File: src/rtl/y86_mem_arbiter_if.sv
// ----------------------------------------------------------------------------
// y86_mem_arbiter_if
// Bundles the three buses that meet at the Y86 memory arbiter:
//   fetch side   : f_req, f_addr        -> f_ack, f_rdata, f_err
//   data side    : d_req, d_icode, d_valA, d_valE, d_valP
//                                       -> d_ack, d_valM, d_err
//   memory side  : mem_en, mem_we, mem_addr, mem_wdata <- mem_rdata
// Modports:
//   slave  - the arbiter itself (consumes requests, drives the memory strobe)
//   master - the environment (fetch/memory stages and the data RAM)
// ----------------------------------------------------------------------------
interface y86_mem_arbiter_if #(
    parameter int ADDR_W = 10
);
    logic              f_req;
    logic [63:0]       f_addr;
    logic              f_ack;
    logic [63:0]       f_rdata;
    logic              f_err;

    logic              d_req;
    logic [3:0]        d_icode;
    logic [63:0]       d_valA;
    logic [63:0]       d_valE;
    logic [63:0]       d_valP;
    logic              d_ack;
    logic [63:0]       d_valM;
    logic              d_err;

    logic              mem_en;
    logic              mem_we;
    logic [ADDR_W-1:0] mem_addr;
    logic [63:0]       mem_wdata;
    logic [63:0]       mem_rdata;

    modport slave (
        input  f_req, f_addr, d_req, d_icode, d_valA, d_valE, d_valP, mem_rdata,
        output f_ack, f_rdata, f_err, d_ack, d_valM, d_err,
               mem_en, mem_we, mem_addr, mem_wdata
    );

    modport master (
        output f_req, f_addr, d_req, d_icode, d_valA, d_valE, d_valP, mem_rdata,
        input  f_ack, f_rdata, f_err, d_ack, d_valM, d_err,
               mem_en, mem_we, mem_addr, mem_wdata
    );
endinterface

File: src/rtl/y86_mem_arbiter.sv
// ----------------------------------------------------------------------------
// y86_mem_arbiter
// Shares one single-port 64-bit data memory between the Y86 fetch stage
// (read only) and the memory stage (rmmovq/mrmovq/pushq/popq/call/ret).
// One access is outstanding at a time: IDLE grants a requester, ACCESS
// strobes the memory and waits MEM_LAT cycles for read data, RESP pulses
// the granted side's ack with its data/error.  Out-of-range addresses and
// non-memory icodes skip ACCESS and answer one cycle after the grant.
// Ports:
//   clk    - clock, all state on the rising edge
//   reset  - synchronous, active-high; abandons any access in flight
//   bus    - y86_mem_arbiter_if.slave (fetch, data and memory buses)
// ----------------------------------------------------------------------------
module y86_mem_arbiter #(
    parameter int DEPTH      = 1024,
    parameter int ADDR_W     = 10,
    parameter int MEM_LAT    = 1,
    parameter int STARVE_LIM = 4
) (
    input  logic                  clk,
    input  logic                  reset,
    y86_mem_arbiter_if.slave      bus
);

    localparam int CNT_W = $clog2(MEM_LAT + 1) + 1;
    localparam int STK_W = $clog2(STARVE_LIM + 1) + 1;
    localparam logic [CNT_W-1:0] CNT_LAST = CNT_W'(MEM_LAT);
    localparam logic [STK_W-1:0] STK_LIM  = STK_W'(STARVE_LIM);
    localparam logic [63:0]      DEPTH64  = 64'(DEPTH);

    localparam logic [3:0] I_RMMOVQ = 4'h4;
    localparam logic [3:0] I_MRMOVQ = 4'h5;
    localparam logic [3:0] I_CALL   = 4'h8;
    localparam logic [3:0] I_RET    = 4'h9;
    localparam logic [3:0] I_PUSHQ  = 4'hA;
    localparam logic [3:0] I_POPQ   = 4'hB;

    typedef enum logic [1:0] {IDLE, ACCESS, RESP} stateT;

    stateT              state_q,  state_d;
    logic [STK_W-1:0]   streak_q, streak_d;
    logic [CNT_W-1:0]   cnt_q,    cnt_d;
    logic               isData_q, isData_d;
    logic               we_q,     we_d;
    logic [ADDR_W-1:0]  addr_q,   addr_d;
    logic [63:0]        wdata_q,  wdata_d;
    logic               err_q,    err_d;
    logic [63:0]        fRdata_q, fRdata_d;
    logic [63:0]        dValM_q,  dValM_d;

    logic               grantData;
    logic               grantFetch;
    logic               reqMem;
    logic               reqWe;
    logic [63:0]        reqAddr;
    logic [63:0]        reqWdata;
    logic               strobe;

    // State register; reset drops any access in flight without an ack.
    always_ff @(posedge clk) begin
        if (reset) begin
            state_q  <= IDLE;
            streak_q <= '0;
            cnt_q    <= '0;
            isData_q <= 1'b0;
            we_q     <= 1'b0;
            addr_q   <= '0;
            wdata_q  <= '0;
            err_q    <= 1'b0;
            fRdata_q <= '0;
            dValM_q  <= '0;
        end else begin
            state_q  <= state_d;
            streak_q <= streak_d;
            cnt_q    <= cnt_d;
            isData_q <= isData_d;
            we_q     <= we_d;
            addr_q   <= addr_d;
            wdata_q  <= wdata_d;
            err_q    <= err_d;
            fRdata_q <= fRdata_d;
            dValM_q  <= dValM_d;
        end
    end

    // Arbitration, icode decode and next-state logic.  The data side wins
    // unless fetch has already watched STARVE_LIM data grants go by.  The
    // address compare uses all 64 bits so high-bit garbage cannot alias
    // into the memory.
    always_comb begin
        state_d  = state_q;
        streak_d = streak_q;
        cnt_d    = cnt_q;
        isData_d = isData_q;
        we_d     = we_q;
        addr_d   = addr_q;
        wdata_d  = wdata_q;
        err_d    = err_q;
        fRdata_d = fRdata_q;
        dValM_d  = dValM_q;

        grantData  = bus.d_req && !(bus.f_req && (streak_q == STK_LIM));
        grantFetch = bus.f_req && !grantData;

        reqMem   = 1'b0;
        reqWe    = 1'b0;
        reqAddr  = '0;
        reqWdata = '0;
        if (grantData) begin
            case (bus.d_icode)
                I_RMMOVQ, I_PUSHQ: begin
                    reqMem = 1'b1; reqWe = 1'b1;
                    reqAddr = bus.d_valE; reqWdata = bus.d_valA;
                end
                I_CALL: begin
                    reqMem = 1'b1; reqWe = 1'b1;
                    reqAddr = bus.d_valE; reqWdata = bus.d_valP;
                end
                I_MRMOVQ: begin
                    reqMem = 1'b1; reqAddr = bus.d_valE;
                end
                I_POPQ, I_RET: begin
                    reqMem = 1'b1; reqAddr = bus.d_valA;
                end
                default: reqMem = 1'b0;
            endcase
        end else begin
            reqMem  = 1'b1;
            reqAddr = bus.f_addr;
        end

        case (state_q)
            IDLE: begin
                if (grantData || grantFetch) begin
                    isData_d = grantData;
                    if (grantData && bus.f_req)
                        streak_d = (streak_q == STK_LIM) ? streak_q : streak_q + STK_W'(1);
                    else
                        streak_d = '0;
                    we_d    = reqWe;
                    addr_d  = reqAddr[ADDR_W-1:0];
                    wdata_d = reqWdata;
                    cnt_d   = '0;
                    if (!reqMem || (reqAddr >= DEPTH64)) begin
                        err_d   = reqMem;
                        state_d = RESP;
                        if (grantData) dValM_d = '0;
                        else           fRdata_d = '0;
                    end else begin
                        state_d = ACCESS;
                    end
                end
            end
            ACCESS: begin
                if (cnt_q == CNT_LAST) begin
                    err_d   = 1'b0;
                    state_d = RESP;
                    if (isData_q) dValM_d = we_q ? 64'd0 : bus.mem_rdata;
                    else          fRdata_d = bus.mem_rdata;
                end else begin
                    cnt_d = cnt_q + CNT_W'(1);
                end
            end
            RESP:    state_d = IDLE;
            default: state_d = IDLE;
        endcase
    end

    // The strobe and its address/data are only driven on the first ACCESS
    // cycle; the remaining ACCESS cycles just wait out the read latency.
    assign strobe        = (state_q == ACCESS) && (cnt_q == '0);
    assign bus.mem_en    = strobe;
    assign bus.mem_we    = strobe && we_q;
    assign bus.mem_addr  = strobe ? addr_q  : '0;
    assign bus.mem_wdata = strobe ? wdata_q : '0;

    assign bus.f_ack   = (state_q == RESP) && !isData_q;
    assign bus.f_err   = (state_q == RESP) && !isData_q && err_q;
    assign bus.f_rdata = fRdata_q;
    assign bus.d_ack   = (state_q == RESP) && isData_q;
    assign bus.d_err   = (state_q == RESP) && isData_q && err_q;
    assign bus.d_valM  = dValM_q;

endmodule

File: src/flat_wrapper.sv
// flat-port wrapper written by rule: the top's interface ports become plain ports
module y86_mem_arbiter_flat 
#(
    parameter int DEPTH      = 1024,
    parameter int ADDR_W     = 10,
    parameter int MEM_LAT    = 1,
    parameter int STARVE_LIM = 4
)
  (clk, reset, bus_f_req, bus_f_addr, bus_d_req, bus_d_icode, bus_d_valA, bus_d_valE, bus_d_valP, bus_mem_rdata, bus_f_ack, bus_f_rdata, bus_f_err, bus_d_ack, bus_d_valM, bus_d_err, bus_mem_en, bus_mem_we, bus_mem_addr, bus_mem_wdata);
  y86_mem_arbiter_if #(.ADDR_W(ADDR_W)) bus_i ();
  input  logic clk;
  input  logic reset;
  input wire logic [$bits(bus_i.f_req)-1:0] bus_f_req;
  input wire logic [$bits(bus_i.f_addr)-1:0] bus_f_addr;
  input wire logic [$bits(bus_i.d_req)-1:0] bus_d_req;
  input wire logic [$bits(bus_i.d_icode)-1:0] bus_d_icode;
  input wire logic [$bits(bus_i.d_valA)-1:0] bus_d_valA;
  input wire logic [$bits(bus_i.d_valE)-1:0] bus_d_valE;
  input wire logic [$bits(bus_i.d_valP)-1:0] bus_d_valP;
  input wire logic [$bits(bus_i.mem_rdata)-1:0] bus_mem_rdata;
  output wire logic [$bits(bus_i.f_ack)-1:0] bus_f_ack;
  output wire logic [$bits(bus_i.f_rdata)-1:0] bus_f_rdata;
  output wire logic [$bits(bus_i.f_err)-1:0] bus_f_err;
  output wire logic [$bits(bus_i.d_ack)-1:0] bus_d_ack;
  output wire logic [$bits(bus_i.d_valM)-1:0] bus_d_valM;
  output wire logic [$bits(bus_i.d_err)-1:0] bus_d_err;
  output wire logic [$bits(bus_i.mem_en)-1:0] bus_mem_en;
  output wire logic [$bits(bus_i.mem_we)-1:0] bus_mem_we;
  output wire logic [$bits(bus_i.mem_addr)-1:0] bus_mem_addr;
  output wire logic [$bits(bus_i.mem_wdata)-1:0] bus_mem_wdata;
  assign bus_i.f_req = bus_f_req;
  assign bus_i.f_addr = bus_f_addr;
  assign bus_i.d_req = bus_d_req;
  assign bus_i.d_icode = bus_d_icode;
  assign bus_i.d_valA = bus_d_valA;
  assign bus_i.d_valE = bus_d_valE;
  assign bus_i.d_valP = bus_d_valP;
  assign bus_i.mem_rdata = bus_mem_rdata;
  assign bus_f_ack = bus_i.f_ack;
  assign bus_f_rdata = bus_i.f_rdata;
  assign bus_f_err = bus_i.f_err;
  assign bus_d_ack = bus_i.d_ack;
  assign bus_d_valM = bus_i.d_valM;
  assign bus_d_err = bus_i.d_err;
  assign bus_mem_en = bus_i.mem_en;
  assign bus_mem_we = bus_i.mem_we;
  assign bus_mem_addr = bus_i.mem_addr;
  assign bus_mem_wdata = bus_i.mem_wdata;
  y86_mem_arbiter #(.DEPTH(DEPTH), .ADDR_W(ADDR_W), .MEM_LAT(MEM_LAT), .STARVE_LIM(STARVE_LIM)) u_core (.clk(clk), .reset(reset), .bus(bus_i));
endmodule
File: config.mk
export PLATFORM = sky130hd
export DESIGN_NAME = y86_mem_arbiter_flat
export DESIGN_NICKNAME = d
export VERILOG_FILES = /design/src/rtl/y86_mem_arbiter_if.sv /design/src/rtl/y86_mem_arbiter.sv /design/src/flat_wrapper.sv
export SDC_FILE = /design/constraint.sdc
export NUM_CORES = 1
export LEC_CHECK = 0
export BUFFER_PORTS_ARGS = -buffer_cell sky130_fd_sc_hd__buf_2
export CORE_AREA = 8 8 200 202
export CTS_CLUSTER_SIZE = 12
export DETAILED_ROUTE_END_ITERATION = 8
export DIE_AREA = 0 0 208 210
export SLEW_MARGIN = 20
export SYNTH_ARGS = -nofsm -noshare
export SYNTH_HDL_FRONTEND = slang
export SYNTH_SLANG_ARGS = --single-unit
File: constraint.sdc
create_clock -name clk -period 2.3 [get_ports clk]
set_input_delay 0.115 -clock clk [delete_from_list [all_inputs] [get_ports clk]]
set_output_delay 0.115 -clock clk [all_outputs]
set_load 0.02 [all_outputs]
==> results.md, run 1 <==
* CP Max Fanout at between 40 and 50
* 1st-iter DRT viols at around 790
* Critical path data arrival time at 2.58 ns
* Critical path required time at ~2.7 ns
* Final Hold Fails at 0
* Global route overflow at 0
* Utilization after layout at between 40% and 50%
* DR vias at between 10000 and 15000
* Pre-CTS setup slack at -0.3938 ns
* Placed cell count at around 2100
* Synth Net Count at 1492
* RSZ-0062 raised after global routing: true
* Worst setup margin at 0.1020 ns
* Avg WL per Cell at ~20 um
* Tot Pwr at ~9 mW
* Fmax at between 400 and 500 MHz
* Finished Layout Cells at ~2300
* Cell Area, Placed at between 10000 and 15000 um2
* CP Buf/Inv Count at 3
* CP max stage delay at around 0.48 ns
* DIE HEIGHT at roughly 210 um
* Critical-path top delay cell: a2111o_1
* Slew headroom at roughly 55%
* Layout area overhead at 63.71%
* First-pass GRT wire length at 69830 um
* Worst setup EP type: flip-flop
* Layout fillers at roughly 3600
* I/O pins at 536
* Drt drc at 0
* Setup Viol. Count Final at 0
* Setup TNS at 0 ns
* Dominant synthesized flop cell: dfxtp_1
* Synth top area cells: dfxtp_1, nand3_1, a22o_1
* Setup CP Type: flip-flop to flip-flop
* Crit-path cells: inv_1, ha_1, nand4b_1, a2111o_1, nor4_4, buf_4, o32ai_4, buf_12, nand3_1, a21oi_1
* Clock root cell: clkbuf_16
* Peak supply drop at between 300 and 400 uV
* H-tree depth at 1
* Hold_ws at 0.04229 ns
* Pin count of the biggest net entering global routing at 130
* TritonCTS clock tree: yes
* Status: completed
* Die width at approximately 210 um
* Dpl hpwl at roughly 33000 um
* Ys async rst share at 0%
* N_diodes at 0
* Yosys warns at 0
* EDFF count, synth at 0
* Netlist cell types at between 40 and 50
* Vias in the first global route at 12170
* Clock transition at path regs at about 0.06 ns
* CP Launch Type: flip-flop
* Final wirelength at ~47000 um
* Sequential area share after synthesis at 44.55%
* Power density cells at 561.0 nW/um2
* GPL Wtd Cong at around 0.9
* Commonest non-fill, non-tap cell in the layout: buf_2
* Clock sinks at ~210
* Synth Instances at roughly 1200
* Initial Util at approximately a quarter
* Post-synthesis cell area at roughly 9600 um2
* CP delay by family, top: compound AO/OA/AOI/OAI gates
* Drt pass-1 iters at 5
* Worst-Margin Slew at roughly 0.67 ns
* Via density at between 5 and 6
* Register bit total from synthesis at approximately 210
* Most frequent cells in the layout: buf_2, dfxtp_1, dlygate4sd3_1
* Floorplan row count at 71
* Initial antenna violation count at 0
* Num CTS Buffers at 25
* Yosys top cell by area: dfxtp_1
* P_leak at 7.240 nW
* Nets@finish at ~2200
* Post-route ant nets at 0
* Post-route cell area at approximately 16000 um2
* Class of the worst hold path: primary input to flip-flop
* Core footprint at roughly 37000 um2
* Die area at 43680 um2
* Tmin final at 2.198 ns
* Clock insertion delay at the later pin of the skew report at 0.53 ns
* Fraction of layout cells with a size suffix above 1 at ~34%
* Clk_skew at 0.01116 ns
* Share of the synthesized area in the top cell type at approximately 45%
* I/O Buffers at roughly 540
* Count of pins over their slew limit at 0
* Max clock buf depth at 3
* Avg Inst Size Synth at 8.250 um2
* GRT Util Overall at between 10% and 20%
* Max Cap Viol at 0
* Part of the cycle the worst path needs at between 90% and 100%
==> kinds of logic after synthesis <==
| group | count (synthesis) | synth area share (%) |
|---|---|---|
| and+or+nand+nor | 524 | 28.33 |
| AOI/OAI and AO/OA | 298 | 20.75 |
| DFF | 213 | 44.55 |
| buffers and inverters | 120 | 5.739 |
| adders and majority gates | 4 | 0.5230 |
| muxes | 1 | 0.1046 |
==> cell usage after synthesis, types with 9 or more instances <==
library cell  number
dfxtp_1          213
a21oi_1           82
nor3_1            13
nand2_1           72
clkbuf_1          92
o21ai_0           45
and3_1            75
a22oi_1           65
o21ai_1           20
nand4_1            9
nand2b_1          67
nand3_1          133
nor4_1            38
a221oi_1          11
a22o_1            64
nor2_1            99
==> worst min-delay path, stage by stage <==
cell and delay [ns]:
buf_2 0.10, nor2_1 0.09, nor3_1 0.07, a21oi_1 0.11
nor2_1 0.04
==> report_power, final <==
group	switching [mW]	total (mW)	internal, mW
registers	0.0172	3.73	3.71
clock network	1.60	3.85	2.24
logic	0.600	1.21	0.611
total	2.22	8.79	6.57
==> layout make-up <==
class / instances / area (um2) / share of cell area, %
well taps: 474 / 593.1 / 3.785
clock inverters: 9 / 88.84 / 0.5670
flip-flops and latches: 213 / 4264 / 27.22
multi-input cells: 827 / 4878 / 31.14
inverters: 4 / 15.01 / 0.09583
clock buffers: 34 / 699.4 / 4.464
repair buffers: 771 / 5129 / 32.73
==> routing by layer <==
layer	global-route usage, %	share of wire [%]	vias up
li1	-	-	5576
met3	4.782	7.9	85
met4	7.440	3.7	0
met1	23.38	41	5593
met5	0	0	-
met2	33.84	48	650
==> repair_timing <==
item / 4_1_cts / 5_1_grt
hold buffers: 187 / 0
resized for setup: 0 / 5
setup endpoints to repair: 0 / 131
setup buffers: 0 / 0
hold endpoints to repair: 193 / 0
==> final timing paths <==
check	from	endpoint	slack, ns	cells after the start
hold / removal	bus_f_addr[6]	u_core.addr_q[6]	0.04	5
setup reg to reg	u_core.streak_q[0]	u_core.bus.f_rdata[9]	0.10	10
setup / recovery	u_core.streak_q[0]	u_core.bus.f_rdata[9]	0.10	10
hold reg to reg	u_core.bus.f_rdata[48]	u_core.bus.f_rdata[48]	0.45	2
==> sequential cells by signal (all words and copies together) (netlist names) <==
register / count
u_core.addr_q: 10
u_core.state_q: 2
u_core.wdata_q: 64
u_core.bus.f_rdata: 64
u_core.we_q: 1
u_core.streak_q: 4
u_core.cnt_q: 2
u_core.err_q: 1
u_core.isData_q: 1
u_core.bus.d_valM: 64
Power figures use the tool's default switching activity.
==> inputs of run 2 (changes only) <==
--- a/config.mk
+++ b/config.mk
@@ -10,6 +10,7 @@
 export CTS_CLUSTER_SIZE = 12
 export DETAILED_ROUTE_END_ITERATION = 8
 export DIE_AREA = 0 0 208 210
+export PLACE_DENSITY_LB_ADDON = 0.25
 export SLEW_MARGIN = 20
 export SYNTH_ARGS = -nofsm -noshare
 export SYNTH_HDL_FRONTEND = slang
==> run 2 against run 1 <==
Effect of this change: clock skew fell by 0.0056 ns; die area stayed put; worst hold slack got worse by 0.017 ns; register-to-register slack improved by 0.06 ns; critical endpoint is now u_core.bus.d_valM[6]; combinational power barely moved; the run now ends with negative setup slack left; largest power group unchanged; sequential share of layout area grew 0.13 points; maximum frequency is 5.3% lower.
==> results.md, run 2 (synthesized netlist as in run 1, its figures left out) <==
* CP Max Fanout at 53
* DR vias at 11500
* Pin count of the biggest net entering global routing at ~110
* Cell mode on critical path: buf_12
* Initial Util at 25.90%
* Failing checks: negative setup slack
* Vias in the first global route at between 10000 and 15000
* Die area at between 40000 and 50000 um2
* Setup CP Type: primary input to flip-flop
* CP Launch Type: primary input
* I/O Buffers at approximately 540
* Clock insertion delay at the later pin of the skew report at 0.52 ns
* Power density cells at 565.7 nW/um2
* Fraction of layout cells with a size suffix above 1 at about a third
* Nets@finish at around 2200
* Critical path data arrival time at 2.70 ns
* CP Buf/Inv Count at 5
* H-tree depth at 1
* Slew headroom at a little under two thirds
* Post-route cell area at roughly 16000 um2
* Drt pass-1 iters at 5
* Fmax at ~430 MHz
* I/O pins at roughly 540
* GRT Max-Usage Layer: met2
* Worst setup margin at -0.02109 ns
* Met3 global-route usage at 5.109%
* Setup Viol. Count Final at 1
* P_leak at 7.208 nW
* First-pass GRT wire length at 68880 um
* Dpl hpwl at approximately 33000 um
* Critical-path top delay cell: dlygate4sd3_1
* Met1 usage at around 23%
* Avg WL per Cell at 19.60 um
* Tmin final at about 2.3 ns
* GPL Wtd Cong at 0.8073
* Commonest non-fill, non-tap cell in the layout: buf_2
* Global route overflow at 0
* Most frequent cells in the layout: buf_2, dfxtp_1, dlygate4sd3_1
* TritonCTS clock tree: yes
* Die width at around 210 um
* Final Hold Fails at 0
* Part of the cycle the worst path needs at 100.9%
* Clock root cell: clkbuf_16
* Cell Area, Placed at 12870 um2
* Final wirelength at roughly 46000 um
* GRT Util Overall at between 10% and 20%
* DIE HEIGHT at between 200 and 250 um
* Num CTS Buffers at 24
* Drt drc at 0
* Floorplan row count at between 70 and 80
* Peak supply drop at 406.3 uV
* Max Cap Viol at 0
* Max clock buf depth at 3
* Hold_ws at 0.02493 ns
* Core footprint at 36960 um2
* Clk_skew at 0.005519 ns
* Clock transition at path regs at about 0.06 ns
* 1st-iter DRT viols at about 500
* Crit-path cells: dlygate4sd3_1, buf_2, nor4_2, nand4_1, nor4_4, buf_4, o31ai_4, buf_12, buf_12, nand3_1, o21ai_0
* Worst-Margin Slew at 0.5449 ns
* Class of the worst hold path: primary input to flip-flop
* CP max stage delay at 0.54 ns
* Status: finished with violations
* GR Util met2 at 32.81%
* Initial antenna violation count at 5
* Post-route ant nets at 0
* Worst setup EP type: flip-flop
* Via density at about 4.9
* Layout fillers at 3699
* CP delay by family, top: buffers and inverters
* Utilization after layout at between 40% and 50%
* Clock sinks at around 210
* Layout area overhead at 62.95%
* Count of pins over their slew limit at 0
* Critical path required time at between 2 and 3 ns
* R2R setup slack at approximately 0.16 ns
run 2: per-stage QoR:
step | TNS (ns) | total power [mW] | worst slack [ns] | cells
floorplan | 0 | 4.212 | 0.1421 | 1160
global placement | -44.11 | 4.730 | -0.7007 | 2098
detailed placement | -41.64 | 4.731 | -0.6747 | 2098
CTS | 0 | 8.926 | 0.02094 | 2323
global route | -0.3054 | 9.191 | -0.06958 | 2326
finish | -0.02109 | 8.823 | -0.02109 | 2327
run 2: worst min-delay path, stage by stage:
cell and delay [ns]:
buf_2 0.11, a22o_1 0.14, a22oi_1 0.06, nor2_1 0.07
run 2: worst paths after layout:
path	startpoint	to	depth (start not counted)
worst min register to register	u_core.bus.f_rdata[51]	u_core.bus.f_rdata[51]	2
worst max register to register	u_core.streak_q[0]	u_core.bus.f_rdata[10]	10
worst max-delay path	bus_d_valA[46]	u_core.bus.d_valM[6]	11
worst min-delay path	bus_d_valP[7]	u_core.wdata_q[7]	4
run 2: repair_timing:
action                     CTS  global route
gates cloned                 0             1
hold buffers               184             0
buffers inserted             0             1
setup endpoints to repair   60           127
hold endpoints to repair   193             0
pin swaps                    0             5
resized for setup            1             4
run 2: layout make-up:
class / count / area [um2] / share of cell area [%]
Timing Repair Buffer: 766 / 5051 / 32.39
Multi-Input combinational cell: 827 / 4868 / 31.22
Sequential cell: 213 / 4264 / 27.34
Clock buffer: 35 / 713.2 / 4.573
Tap cell: 474 / 593.1 / 3.803
Clock inverter: 6 / 85.08 / 0.5456
Inverter: 4 / 15.01 / 0.09628
Antenna cell: 2 / 5.005 / 0.03209
run 2: layer usage:
| layer | vias up | part of all wire (%) | routed length, um |
|---|---|---|---|
| met5 | - | 0.086 | 39 |
| met4 | 6 | 3.2 | 1468 |
| met3 | 82 | 7.5 | 3417 |
| met2 | 494 | 47 | 21650 |
| met1 | 5362 | 42 | 19030 |
| li1 | 5557 | - | - |
run 2: power breakdown:
part / switching, mW / total, mW / internal (mW)
sequential: 0.0166 / 3.73 / 3.71
combinational: 0.582 / 1.18 / 0.597
clock: 1.56 / 3.91 / 2.36
